--- src/rtl/fifo_sync_pkg.sv ---
// Shared types and width helpers for the single-clock level-reporting FIFO.
package fifo_sync_pkg;

  // Binary pointer width for a FIFO of the given depth.
  function automatic int unsigned ptr_width(input int unsigned depth);
    return (depth < 2) ? 1 : $clog2(depth);
  endfunction

  // Width of a counter that must represent 0..depth inclusive.
  function automatic int unsigned level_width(input int unsigned depth);
    return $clog2(depth + 1);
  endfunction

  // Status bundle, laid out for direct use in a downstream register map.
  typedef struct packed {
    logic full;
    logic empty;
    logic almost_full;
    logic almost_empty;
    logic overflow;
    logic underflow;
  } fifo_status_t;

endpackage

--- src/rtl/fifo_sync_memory.sv ---
// Storage array for fifo_sync_level: synchronous write, combinational read.
// Contents are deliberately not reset.
module fifo_sync_memory #(
  parameter int unsigned DATA_WIDTH = 8,
  parameter int unsigned DEPTH      = 16,
  parameter int unsigned ADDR_WIDTH = 4
) (
  input  logic                  clk,
  input  logic                  i_wr_en,
  input  logic [ADDR_WIDTH-1:0] i_wr_addr,
  input  logic [DATA_WIDTH-1:0] i_wr_data,
  input  logic [ADDR_WIDTH-1:0] i_rd_addr,
  output logic [DATA_WIDTH-1:0] o_rd_data
);

  logic [DATA_WIDTH-1:0] r_mem [DEPTH];

  // Write port: one word per accepted push.
  always_ff @(posedge clk) begin
    if (i_wr_en) begin
      r_mem[i_wr_addr] <= i_wr_data;
    end
  end

  assign o_rd_data = r_mem[i_rd_addr];

endmodule

--- src/rtl/fifo_sync_level.sv ---
// Single-clock FIFO with arbitrary depth, fill level, almost flags, sticky
// overflow/underflow and synchronous flush.
// Define FIFO_SYNC_LEVEL_FWFT_EN for first-word-fall-through; the default
// build uses a registered read with one cycle of latency.
module fifo_sync_level
  import fifo_sync_pkg::*;
#(
  parameter int unsigned DATA_WIDTH         = 8,
  parameter int unsigned DEPTH              = 16,
  parameter int unsigned ALMOST_FULL_LEVEL  = DEPTH - 2,
  parameter int unsigned ALMOST_EMPTY_LEVEL = 2
) (
  input  logic                          clk,
  input  logic                          reset,
  input  logic                          flush,
  input  logic                          write_enable,
  input  logic [DATA_WIDTH-1:0]         write_data,
  input  logic                          read_enable,
  output logic [DATA_WIDTH-1:0]         read_data,
  output logic                          read_valid,
  output logic                          full,
  output logic                          empty,
  output logic                          almost_full,
  output logic                          almost_empty,
  output logic [level_width(DEPTH)-1:0] level,
  output logic                          overflow,
  output logic                          underflow
);

  localparam int unsigned PW = ptr_width(DEPTH);
  localparam int unsigned LW = level_width(DEPTH);

  // Reject illegal configurations at elaboration.
  if (DEPTH < 2) begin : g_bad_depth
    $error("fifo_sync_level: DEPTH must be at least 2");
  end
  if (ALMOST_FULL_LEVEL > DEPTH || ALMOST_EMPTY_LEVEL >= DEPTH) begin : g_bad_threshold
    $error("fifo_sync_level: almost-full/almost-empty threshold out of range");
  end

  logic [PW-1:0]         r_wr_ptr;
  logic [PW-1:0]         r_rd_ptr;
  logic [LW-1:0]         r_level;
  logic                  r_overflow;
  logic                  r_underflow;
  logic                  w_wr_acc;
  logic                  w_rd_acc;
  logic [DATA_WIDTH-1:0] w_mem_rd_data;
  fifo_status_t          w_status;

  // Status decode from the registered level plus the sticky error bits.
  always_comb begin
    w_status              = '0;
    w_status.full         = (r_level == LW'(DEPTH));
    w_status.empty        = (r_level == '0);
    w_status.almost_full  = (r_level >= LW'(ALMOST_FULL_LEVEL));
    w_status.almost_empty = (r_level <= LW'(ALMOST_EMPTY_LEVEL));
    w_status.overflow     = r_overflow;
    w_status.underflow    = r_underflow;
  end

  // Flush wins over both requests; acceptance uses pre-edge full/empty.
  assign w_wr_acc = write_enable & ~w_status.full  & ~flush;
  assign w_rd_acc = read_enable  & ~w_status.empty & ~flush;

  fifo_sync_memory #(
    .DATA_WIDTH (DATA_WIDTH),
    .DEPTH      (DEPTH),
    .ADDR_WIDTH (PW)
  ) u_mem (
    .clk       (clk),
    .i_wr_en   (w_wr_acc),
    .i_wr_addr (r_wr_ptr),
    .i_wr_data (write_data),
    .i_rd_addr (r_rd_ptr),
    .o_rd_data (w_mem_rd_data)
  );

  // Pointers advance on accepted accesses and wrap at DEPTH-1.
  always_ff @(posedge clk or negedge reset) begin
    if (!reset) begin
      r_wr_ptr <= '0;
      r_rd_ptr <= '0;
    end else if (flush) begin
      r_wr_ptr <= '0;
      r_rd_ptr <= '0;
    end else begin
      if (w_wr_acc) begin
        r_wr_ptr <= (r_wr_ptr == PW'(DEPTH - 1)) ? '0 : r_wr_ptr + PW'(1);
      end
      if (w_rd_acc) begin
        r_rd_ptr <= (r_rd_ptr == PW'(DEPTH - 1)) ? '0 : r_rd_ptr + PW'(1);
      end
    end
  end

  // Fill level: net change of accepted push and pop.
  always_ff @(posedge clk or negedge reset) begin
    if (!reset) begin
      r_level <= '0;
    end else if (flush) begin
      r_level <= '0;
    end else begin
      case ({w_wr_acc, w_rd_acc})
        2'b10:   r_level <= r_level + LW'(1);
        2'b01:   r_level <= r_level - LW'(1);
        default: r_level <= r_level;
      endcase
    end
  end

  // Sticky error flags, cleared only by flush or reset.
  always_ff @(posedge clk or negedge reset) begin
    if (!reset) begin
      r_overflow  <= 1'b0;
      r_underflow <= 1'b0;
    end else if (flush) begin
      r_overflow  <= 1'b0;
      r_underflow <= 1'b0;
    end else begin
      if (write_enable && w_status.full) begin
        r_overflow <= 1'b1;
      end
      if (read_enable && w_status.empty) begin
        r_underflow <= 1'b1;
      end
    end
  end

`ifdef FIFO_SYNC_LEVEL_FWFT_EN
  // Head word is presented directly; a read pops it.
  assign read_data  = w_mem_rd_data;
  assign read_valid = ~w_status.empty;
`else
  logic [DATA_WIDTH-1:0] r_read_data;
  logic                  r_read_valid;

  // Registered read: capture the head word on an accepted pop.
  always_ff @(posedge clk or negedge reset) begin
    if (!reset) begin
      r_read_data  <= '0;
      r_read_valid <= 1'b0;
    end else begin
      r_read_valid <= w_rd_acc;
      if (w_rd_acc) begin
        r_read_data <= w_mem_rd_data;
      end
    end
  end

  assign read_data  = r_read_data;
  assign read_valid = r_read_valid;
`endif

  assign full         = w_status.full;
  assign empty        = w_status.empty;
  assign almost_full  = w_status.almost_full;
  assign almost_empty = w_status.almost_empty;
  assign overflow     = w_status.overflow;
  assign underflow    = w_status.underflow;
  assign level        = r_level;

endmodule

--- config.mk ---
export PLATFORM = sky130hd
export DESIGN_NAME = fifo_sync_level
export DESIGN_NICKNAME = d
export VERILOG_FILES = /design/src/rtl/fifo_sync_pkg.sv /design/src/rtl/fifo_sync_memory.sv /design/src/rtl/fifo_sync_level.sv
export SDC_FILE = /design/constraint.sdc
export NUM_CORES = 1
export LEC_CHECK = 0
export CORE_AREA = 2 2 125 127
export DETAILED_ROUTE_END_ITERATION = 16
export DIE_AREA = 0 0 127 129
export PLACE_DENSITY = 0.64
export SETUP_SLACK_MARGIN = 0.15
export SLEW_MARGIN = 5
export SYNTH_ARGS = -nofsm -noshare
export SYNTH_HDL_FRONTEND = slang
export SYNTH_SLANG_ARGS = --single-unit
--- constraint.sdc ---
create_clock -name clk -period 5.8 [get_ports clk]
set_input_delay 0.87 -clock clk [delete_from_list [all_inputs] [get_ports clk]]
set_output_delay 0.87 -clock clk [all_outputs]
set_load 0.02 [all_outputs]
# After elaboration in Yosys (flattened, before gate mapping)
# Memories as Yosys holds them, arrays and structs flattened. A register that Yosys moved wholly into a read port is not among the register bits.
# Index checks and enable logic that the tools add are counted.
dict set report totals {
  ram_bits 128
  register_bits 16
  memories 1
  elab_cells 48
  rom_bits 0
  in_bits 13
  latch_bits 0
  output_inout_bits 20
}
dict set report op_classes {
  n_lt_le_gt_ge 2
  n_eq_ne 5
  bitwise 7
  n_mul 0
  n_div 0
  add_sub_neg 4
  n_shift 0
  n_reduce_logical 9
  n_mux 14
}
# name words width read_ports rd_clocked_by_memory_dff write_ports line
set mem_list {}
lappend mem_list {u_mem.r_mem 16 8 1 1 1 fifo_sync_memory.sv:16} ;# logic [DATA_WIDTH-1:0] r_mem [DEPTH];
# cell count
set ops {}
lappend ops {{$mux W4} 6}
lappend ops {{$pmux W5 S2} 1}
lappend ops {{$add A4 B1 Y4 const B} 2}
lappend ops {{$eq A4 B4 Y1 const B} 2}
lappend ops {{$reduce_bool A2 Y1} 4}
lappend ops {{$mux W1} 6}
lappend ops {{$add A5 B1 Y5 const B} 1}
lappend ops {{$eq A5 B5 Y1 const B} 1}
lappend ops {{$ge A5 B4 Y1 const B} 1}
lappend ops {{$le A5 B2 Y1 const B} 1}
lappend ops {{$logic_not A5 Y1} 1}
lappend ops {{$mux W5} 1}
lappend ops {{$sub A5 B1 Y5 const B} 1}
lappend ops {{$and A1 B1 Y1} 4}
lappend ops {{$not A1 Y1} 3}
lappend ops {{$reduce_bool A3 Y1} 1}
lappend ops {{$eq A2 B1 Y1 const B} 1}
lappend ops {{$eq A2 B2 Y1 const B} 1}
lappend ops {{$logic_and A1 B1 Y1} 2}
lappend ops {{$logic_not A1 Y1} 1}

# Depth between registers and ports, before layout
# Gate-level depths: netlist (run 1).
dict set report depth {
  ltp_word 7
  mapped_depth 13
  mapped_depth_nobuf 11
}

# Cells and area by module
# A second synthesis (run 1) with hierarchy kept.
dict set report hier_totals {
  hier_cells 352
  area_unflattened_um2 6316.1
}
# module cells_per_inst area_per_inst_um2 seq_area_each_um2 n_inst
set by_module_without_submodules {}
lappend by_module_without_submodules {fifo_sync_memory 221 4987.3 3843.7 1}
lappend by_module_without_submodules {fifo_sync_level 131 1328.8 600.6 1}

# Worst setup path before layout (run 1)
# No wires, ideal clock.
dict set report synth_timing {
  path_type {in2reg}
  startpoint {in flush}
  endpoint {reg r_level[4], in the netlist level[4]}
  stages 12
  t_arrival_ns 2.750
  setup_slack_ns 2.956
  setup_time_ns 0.094
  path_cell_list {clkbuf_1 -> nand2b_1 -> nand2b_1 -> clkbuf_1 -> nor2_1 -> xor2_1 -> ha_1 -> nand2_1 -> a21oi_1 -> a41oi_1 -> xor2_1 -> a211oi_1}
}
dict set report synth_via {
  elab_chain_cells 5
}
# item line
set synth_rtl {}
lappend synth_rtl {{from (decl)} fifo_sync_level.sv:15} ;# input logic flush,
lappend synth_rtl {{$not A1 Y1} {fifo_sync_level.sv:63, fifo_sync_level.sv:64}}
lappend synth_rtl {{$and A1 B1 Y1, on equally long branches} {fifo_sync_level.sv:64, fifo_sync_level.sv:63}}
lappend synth_rtl {{$eq A2 B1 Y1 or $eq A2 B2 Y1 (tied branches)} fifo_sync_level.sv:104} ;# case ({w_wr_acc, w_rd_acc})
lappend synth_rtl {{$pmux W5 S2} fifo_sync_level.sv:104}
lappend synth_rtl {{$mux W5} fifo_sync_level.sv:101} ;# end else if (flush) begin
lappend synth_rtl {{to (signal assigned)} fifo_sync_level.sv:105} ;# 2'b10: r_level <= r_level + LW'(1);
lappend synth_rtl {{to (signal assigned)} fifo_sync_level.sv:106} ;# 2'b01: r_level <= r_level - LW'(1);
lappend synth_rtl {{to (signal assigned)} fifo_sync_level.sv:107} ;# default: r_level <= r_level;
lappend synth_rtl {{to (decl)} fifo_sync_level.sv:43} ;# logic [LW-1:0] r_level;
# Parallel ways exist; a longest one is shown, timed or not.
# A chain may end at the register's enable or synchronous reset.

# Worst setup path after layout (run 1)
# Same ends and word-level chain as after synthesis.

==> results.ini, run 1 <==
[finish]
final_area_um2 = 7240
fillers = 1235
drive_gt1_share_pct = 17.6
layout.nets = 418
area_delta_synth_final_pct = 16.8
antenna_cells = 0

[detailed_routing]
initialDrtViolationCount = 450
totalWireLength_um = 12100
ant_nets = 0
wl_per_cell_um = 20.3
drc = 0
via_per_inst = 5.57
num_vias = 3330
first_pass_iters = 5

[floorplan]
die_h_um = 129
dieWidth_um = 127
core_area_um2 = 15000
initial_core_util_pct = 41.4
die-area_um2 = 16400
io_pins = 33
rows = 45

[cts]
cts.clk_slew.worst_paths_ps = 60
clk_latency_ps = 420
cts.sinks = 152
ctsHtreeMaxLevel = 4
cts_tree = built
clock_path_buffers = 2
cts_resized = 0
cts_root_buffer = clkbuf_16
postCtsSetupBuffers = 0
numCtsBuffers = 17
hold_buffers = 0

[placement]
placed_cell_area_um2 = 6700
post-place-ws_ps = 2050
gp_congestion = 0.774
port_buffers = 32
dp_hpwl_um = 7600

[yosys]
syn_area_um2 = 6200
synth-compound-area-share_pct = 5.81
synthMuxAreaShare_pct = 11.8
synthSimpleGateAreaFrac_pct = 6.70
yosys_warnings = 0
synth_top_area_share_pct = 62.0
seq_area_frac_synth_pct = 71.7
synthTopCellsByCount = 128 x edfxtp_1, 32 x mux4_2, 31 x nand2_1, 24 x dfrtp_1, 24 x nor2_1
syn_avg_cell_area_um2 = 17.0
synth_flop_cell = edfxtp_1
synthAdderAreaFrac_pct = 1.41
syn-instance-count = 365
synth-seq-cells = 152
synth-edff-count = 128
synth_top_family_by_area = multiplexers
synth_xor_area_share_pct = 0.706
synth_fp_nets = 385
synth_cell_types = 41
async_flop_share_pct = 15.8
synth_top_area_cell = edfxtp_1
synth.most_common_cell = edfxtp_1
synth_area_leaders = edfxtp_1 62%, mux4_2 12%, dfrtp_1 9.7%

[power_and_ir_drop]
p_leak_nw = 2.43
vdd_drop_max_uv = 215
p_per_area_nw_per_um2 = 420

[global_route]
grt_util_all_layers_pct = 16.1
grt_antenna_before_repair = 0
grt_pass1_vias = 3242
grt_pass1_wl_um = 19200
grt_overflow = 0
grt_max_degree = 25

[sta]
max_freq_ghz = 0.302
fin_ws_ps = 2490
drv_slew = 0
worst_slew_pin_slew_ps = 1110
setup_viol = 0
min_period_over_period_pct = 57.0
rsz0062_at_grt = no
whs_ps = 476
final.setup.tns_ps = 0
slew_headroom_pct = 26.0
worst_clock_skew_ps = 3.86
hold_viol = 0
layout_min_cycle_time_ps = 3310

[setup_path]
endpoint_kind = flip-flop
critPathSlowestCell = nand2b_1
cp_top_family = simple AND/OR/NAND/NOR gates
crit_type = input port to flip-flop
cp.depth = 12
critPathLaunchType = input port
reg2regPathDepth = 11
arrival_ps = 3630
critPathMaxFanout = 18
path_buf_inv = 2
crit_path_cell_trace = clkdlybuf4s50_1, buf_4, nand2b_1, nand2b_1, nor2_1, xor2_1, ha_1, nand2_1, a21oi_1, a41oi_1, xor2_1, a211oi_1
slowest_delay_ps = 470
cp.required_ps = 6120

[run]
maxCapViolations = 0

[min_path]
hp-class = flip-flop to flip-flop
whs_path_depth = 2

[status]
outcome = complete, no violations

[registers in the layout, summed over array words and instances (netlist names)]
register,flops
u_mem.r_mem,128
read_data,8
level,5
r_rd_ptr,4
r_wr_ptr,4
overflow,1
read_valid,1
underflow,1
[metal layers]
metal | vias up | GRT usage [%] | part of all wire, %
li1 | 1507 | - | -
met1 | 1719 | 22.7 | 44
met2 | 96 | 24.8 | 49
met3 | 8 | 5.16 | 5.6
met4 | 0 | 3.68 | 0.59
met5 | - | 0 | 0
[area by class of cell]
cell class | count | area [um^2] | area share, %
Sequential cell | 152 | 4450 | 61.4
Multi-Input combinational cell | 186 | 1660 | 22.9
Clock buffer | 18 | 429 | 5.93
Timing Repair Buffer | 35 | 343 | 4.74
Tap cell | 188 | 235 | 3.25
Clock inverter | 13 | 104 | 1.43
Inverter | 6 | 22.5 | 0.311
[kinds of logic (layout without fill, tap and decap cells)]
| family | after synthesis | after routing |
|---|---|---|
| fa+ha+maj | 7 | 7 |
| mux | 33 | 33 |
| flops | 152 | 152 |
| compound gates | 53 | 53 |
| simple gates | 88 | 88 |
| xor+xnor | 5 | 5 |
| buf+inv | 27 | 72 |
[metrics by stage]
stage          total power, W  utilization, %  cells
2_1_floorplan         0.00182               -    365
3_3_place_gp          0.00206            44.8    567
3_5_place_dp          0.00207            44.8    567
4_1_cts               0.00307            48.3    598
5_1_grt               0.00319            48.3    598
6_report              0.00304            48.3    598
[layout by cell type (no fill, tap or decap), types with 2 or more instances in the layout]
master and count:
nand2b_1 4, nand3_1 7, a21oi_1 15, mux4_2 32
clkinv_2 4, a221oi_1 8, nor2b_1 2, nor3_2 5
o21ai_0 13, nor2_1 24, nor3_1 3, a22o_1 8
xor2_1 4, nand2_1 31, dfrtp_1 23, or3_1 2
and2_1 2, ha_1 7, inv_1 6, clkinv_1 3
clkbuf_16 17, clkdlybuf4s50_1 32, a211oi_1 2, inv_6 3
buf_4 3, edfxtp_1 128
[path summary, 6_finish.rpt]
kind | startpoint | slack, ps | endpoint
max in group asynchronous | reset | 4010 | r_rd_ptr[0]
min | read_data[5] | 480 | read_data[5]
min reg2reg | read_data[5] | 480 | read_data[5]
max reg2reg | level[1] | 2660 | level[4]
min in group asynchronous | reset | 1050 | level[1]
max | flush | 2490 | level[4]
[tightest hold or removal path, cell delays in order, from the launching register on]
cell and delay (ps):
dfrtp_1 340, nand2_1 40, o21ai_0 60
[where the power goes]
| group | switching [W] | internal, W | leakage [nW] |
|---|---|---|---|
| combinational | 0.000350 | 0.000340 | 0.698 |
| sequential | 0.000104 | 0.00125 | 1.47 |
| clock | 0.000416 | 0.000583 | 0.263 |
| total | 0.000870 | 0.00217 | 2.43 |
(Power assumes the default switching activity.)
==> run 2: changes to the inputs <==
- PLACE_DENSITY: 0.64 -> 0.66
- clock period: 5.8 -> 3 ns (I/O delays scaled with it)
==> run 2 against run 1 <==
  * Critical path type is now flip-flop to output port
  * Clock skew rose by 16 ps
  * Via count rose by 0.27%
  * Global-route usage rose by 0.25 points
  * Die area did not move
  * First-iteration DRC count fell by 32%
  * Critical endpoint is now full
  * Clock-buffer cell count rose by 1
  * Non-clock buffer count rose by 24
  * Hold slack got worse by 80 ps
  * Setup slack got worse by 2300 ps
  * Register-to-register slack got worse by 2200 ps
  * Flip-flop and latch count did not move
==> results.ini, run 2 (same netlist as run 1, synthesis figures left out) <==
[status]
outcome = complete, no violations

[finish]
fillers = 1259  ; +1.9%
layout.nets = 442  ; +5.7%
final_core_util_pct = 49.4  ; +1.1 points
top_register = u_mem.r_mem
layout_common_cells = 128 x edfxtp_1, 32 x mux4_2, 32 x clkdlybuf4s50_1
antenna_cells = 0  ; unchanged
drive_gt1_share_pct = 21.2  ; +3.6 points
final_common_cell = edfxtp_1
largest_register_ffs = 128  ; unchanged
area_delta_synth_final_pct = 19.5

[placement]
port_buffers = 32  ; unchanged
dp_hpwl_um = 7880  ; +3.7%
post-place-ws_ps = 225  ; -1820 ps
gp_congestion = 0.865  ; +12%

[sta]
final.setup.tns_ps = 0  ; unchanged
max_freq_ghz = 0.361
hold_viol = 0  ; unchanged
drv_slew = 0  ; unchanged
fin_ws_ps = 230  ; -2260 ps
layout_min_cycle_time_ps = 2770
min_period_over_period_pct = 92.3
worst_clock_skew_ps = 20.0  ; +16.1 ps
setup_viol = 0  ; unchanged
worst_slew_pin_slew_ps = 749  ; -357 ps
rsz0062_at_grt = no
whs_ps = 396  ; -79.6 ps
slew_headroom_pct = 50.0  ; +24 points

[setup_path]
path_buf_inv = 1  ; -1
cp.depth = 3  ; -9
cp_top_family = simple AND/OR/NAND/NOR gates
cp.required_ps = 2550  ; -3570 ps
endpoint_kind = output port
reg2regPathDepth = 10  ; -1
arrival_ps = 2320  ; -1310 ps
critPathLaunchType = flip-flop
slowest_delay_ps = 630  ; +160 ps
critPathSlowestCell = or4_4
critPathMaxFanout = 10  ; -8
crit_type = flip-flop to output port
crit_path_cell_trace = or4_4, nor2_1, clkdlybuf4s50_1

[global_route]
grt_pass1_wl_um = 19400  ; +1.4%
grt_overflow = 0  ; unchanged
grt_antenna_before_repair = 0  ; unchanged
grt_util_all_layers_pct = 16.3  ; +0.25 points
grt_pass1_vias = 3344  ; +3.1%
grt_max_degree = 37  ; +48%

[floorplan]
dieWidth_um = 127  ; unchanged
io_pins = 33  ; unchanged
core_area_um2 = 15000  ; unchanged
initial_core_util_pct = 41.4  ; unchanged
rows = 45  ; unchanged
die-area_um2 = 16400  ; unchanged
die_h_um = 129  ; unchanged

[power_and_ir_drop]
p_leak_nw = 2.54  ; +4.5%
vdd_drop_max_uv = 459  ; +110%
power.total_w = 0.00593  ; +95%
p_per_area_nw_per_um2 = 801  ; +90%

[cts]
ctsHtreeMaxLevel = 4  ; unchanged
cts.clk_slew.worst_paths_ps = 60  ; about the same
cts.sinks = 152  ; unchanged
cts_root_buffer = clkbuf_16
numCtsBuffers = 17  ; unchanged
hold_buffers = 0  ; unchanged
cts_tree = built
clk_latency_ps = 420  ; about the same
clock_path_buffers = 2  ; unchanged

[detailed_routing]
wl_per_cell_um = 20.1  ; -0.85%
initialDrtViolationCount = 306  ; -32%
first_pass_iters = 5  ; unchanged
num_vias = 3339  ; +0.27%
via_per_inst = 5.37  ; -3.6%
totalWireLength_um = 12500  ; +3.1%
ant_nets = 0  ; unchanged
drc = 0  ; unchanged

[run]
maxCapViolations = 0  ; unchanged

[min_path]
hp-class = input port to async pin

-- run 2: metal layers --
layer  track usage (%)  part of all wire, %  vias up  wire, um
li1                  -                    -     1551         -
met1              22.4                   45     1703      5620
met2              25.8                   49       79      6130
met3              3.99                  5.5        6       684
met4              5.82                 0.71        0        89
met5                 0                    0        -         0
-- run 2: final timing paths --
check	startpoint	to	slack, ps
worst max-delay path	level[0]	full	230
worst min-delay path	reset	read_data[6]	400
worst max register to register	level[0]	level[4]	480
worst min register to register	read_data[2]	read_data[2]	480
max in group asynchronous	reset	r_rd_ptr[0]	2330
min in group clk	read_data[2]	read_data[2]	480
-- run 2: layout make-up --
cell class                 instances  area (um^2)  area share (%)
timing repair buffer              59          523            7.06
clock buffer                      19          433            5.85
tap                              188          235            3.18
inverter                           6         22.5           0.304
multi-input combinational        186         1650            22.2
sequential                       152         4450            60.0
clock inverter                    12          100            1.35
-- run 2: worst reg2reg max path, cell delays in order, from the launching register on --
cell      delay (ps)
dfrtp_1          490
nor4_4           370
a21oi_1          140
nor2_1           200
xor2_1           180
ha_1             230
nand2_1           90
a21oi_1          170
a41oi_1          150
xor2_1           190
a211oi_1         230
-- run 2: repair_timing --
action / in CTS / in global routing
hold endpoints to repair: 0 / 0
setup endpoints to repair: 0 / 1
resized for setup: 0 / 1
setup buffers: 0 / 0
-- run 2: power breakdown --
part / internal (W) / switching, W
Sequential: 0.00242 / 0.000178
Clock: 0.00113 / 0.000799
Combinational: 0.000701 / 0.000707
-- run 2: stage by stage --
step / area (um^2) / instances
floorplan: 6200 / 365
global placement: 6860 / 591
detailed placement: 6860 / 591
CTS: 7400 / 622
global route: 7410 / 622
finish: 7410 / 622
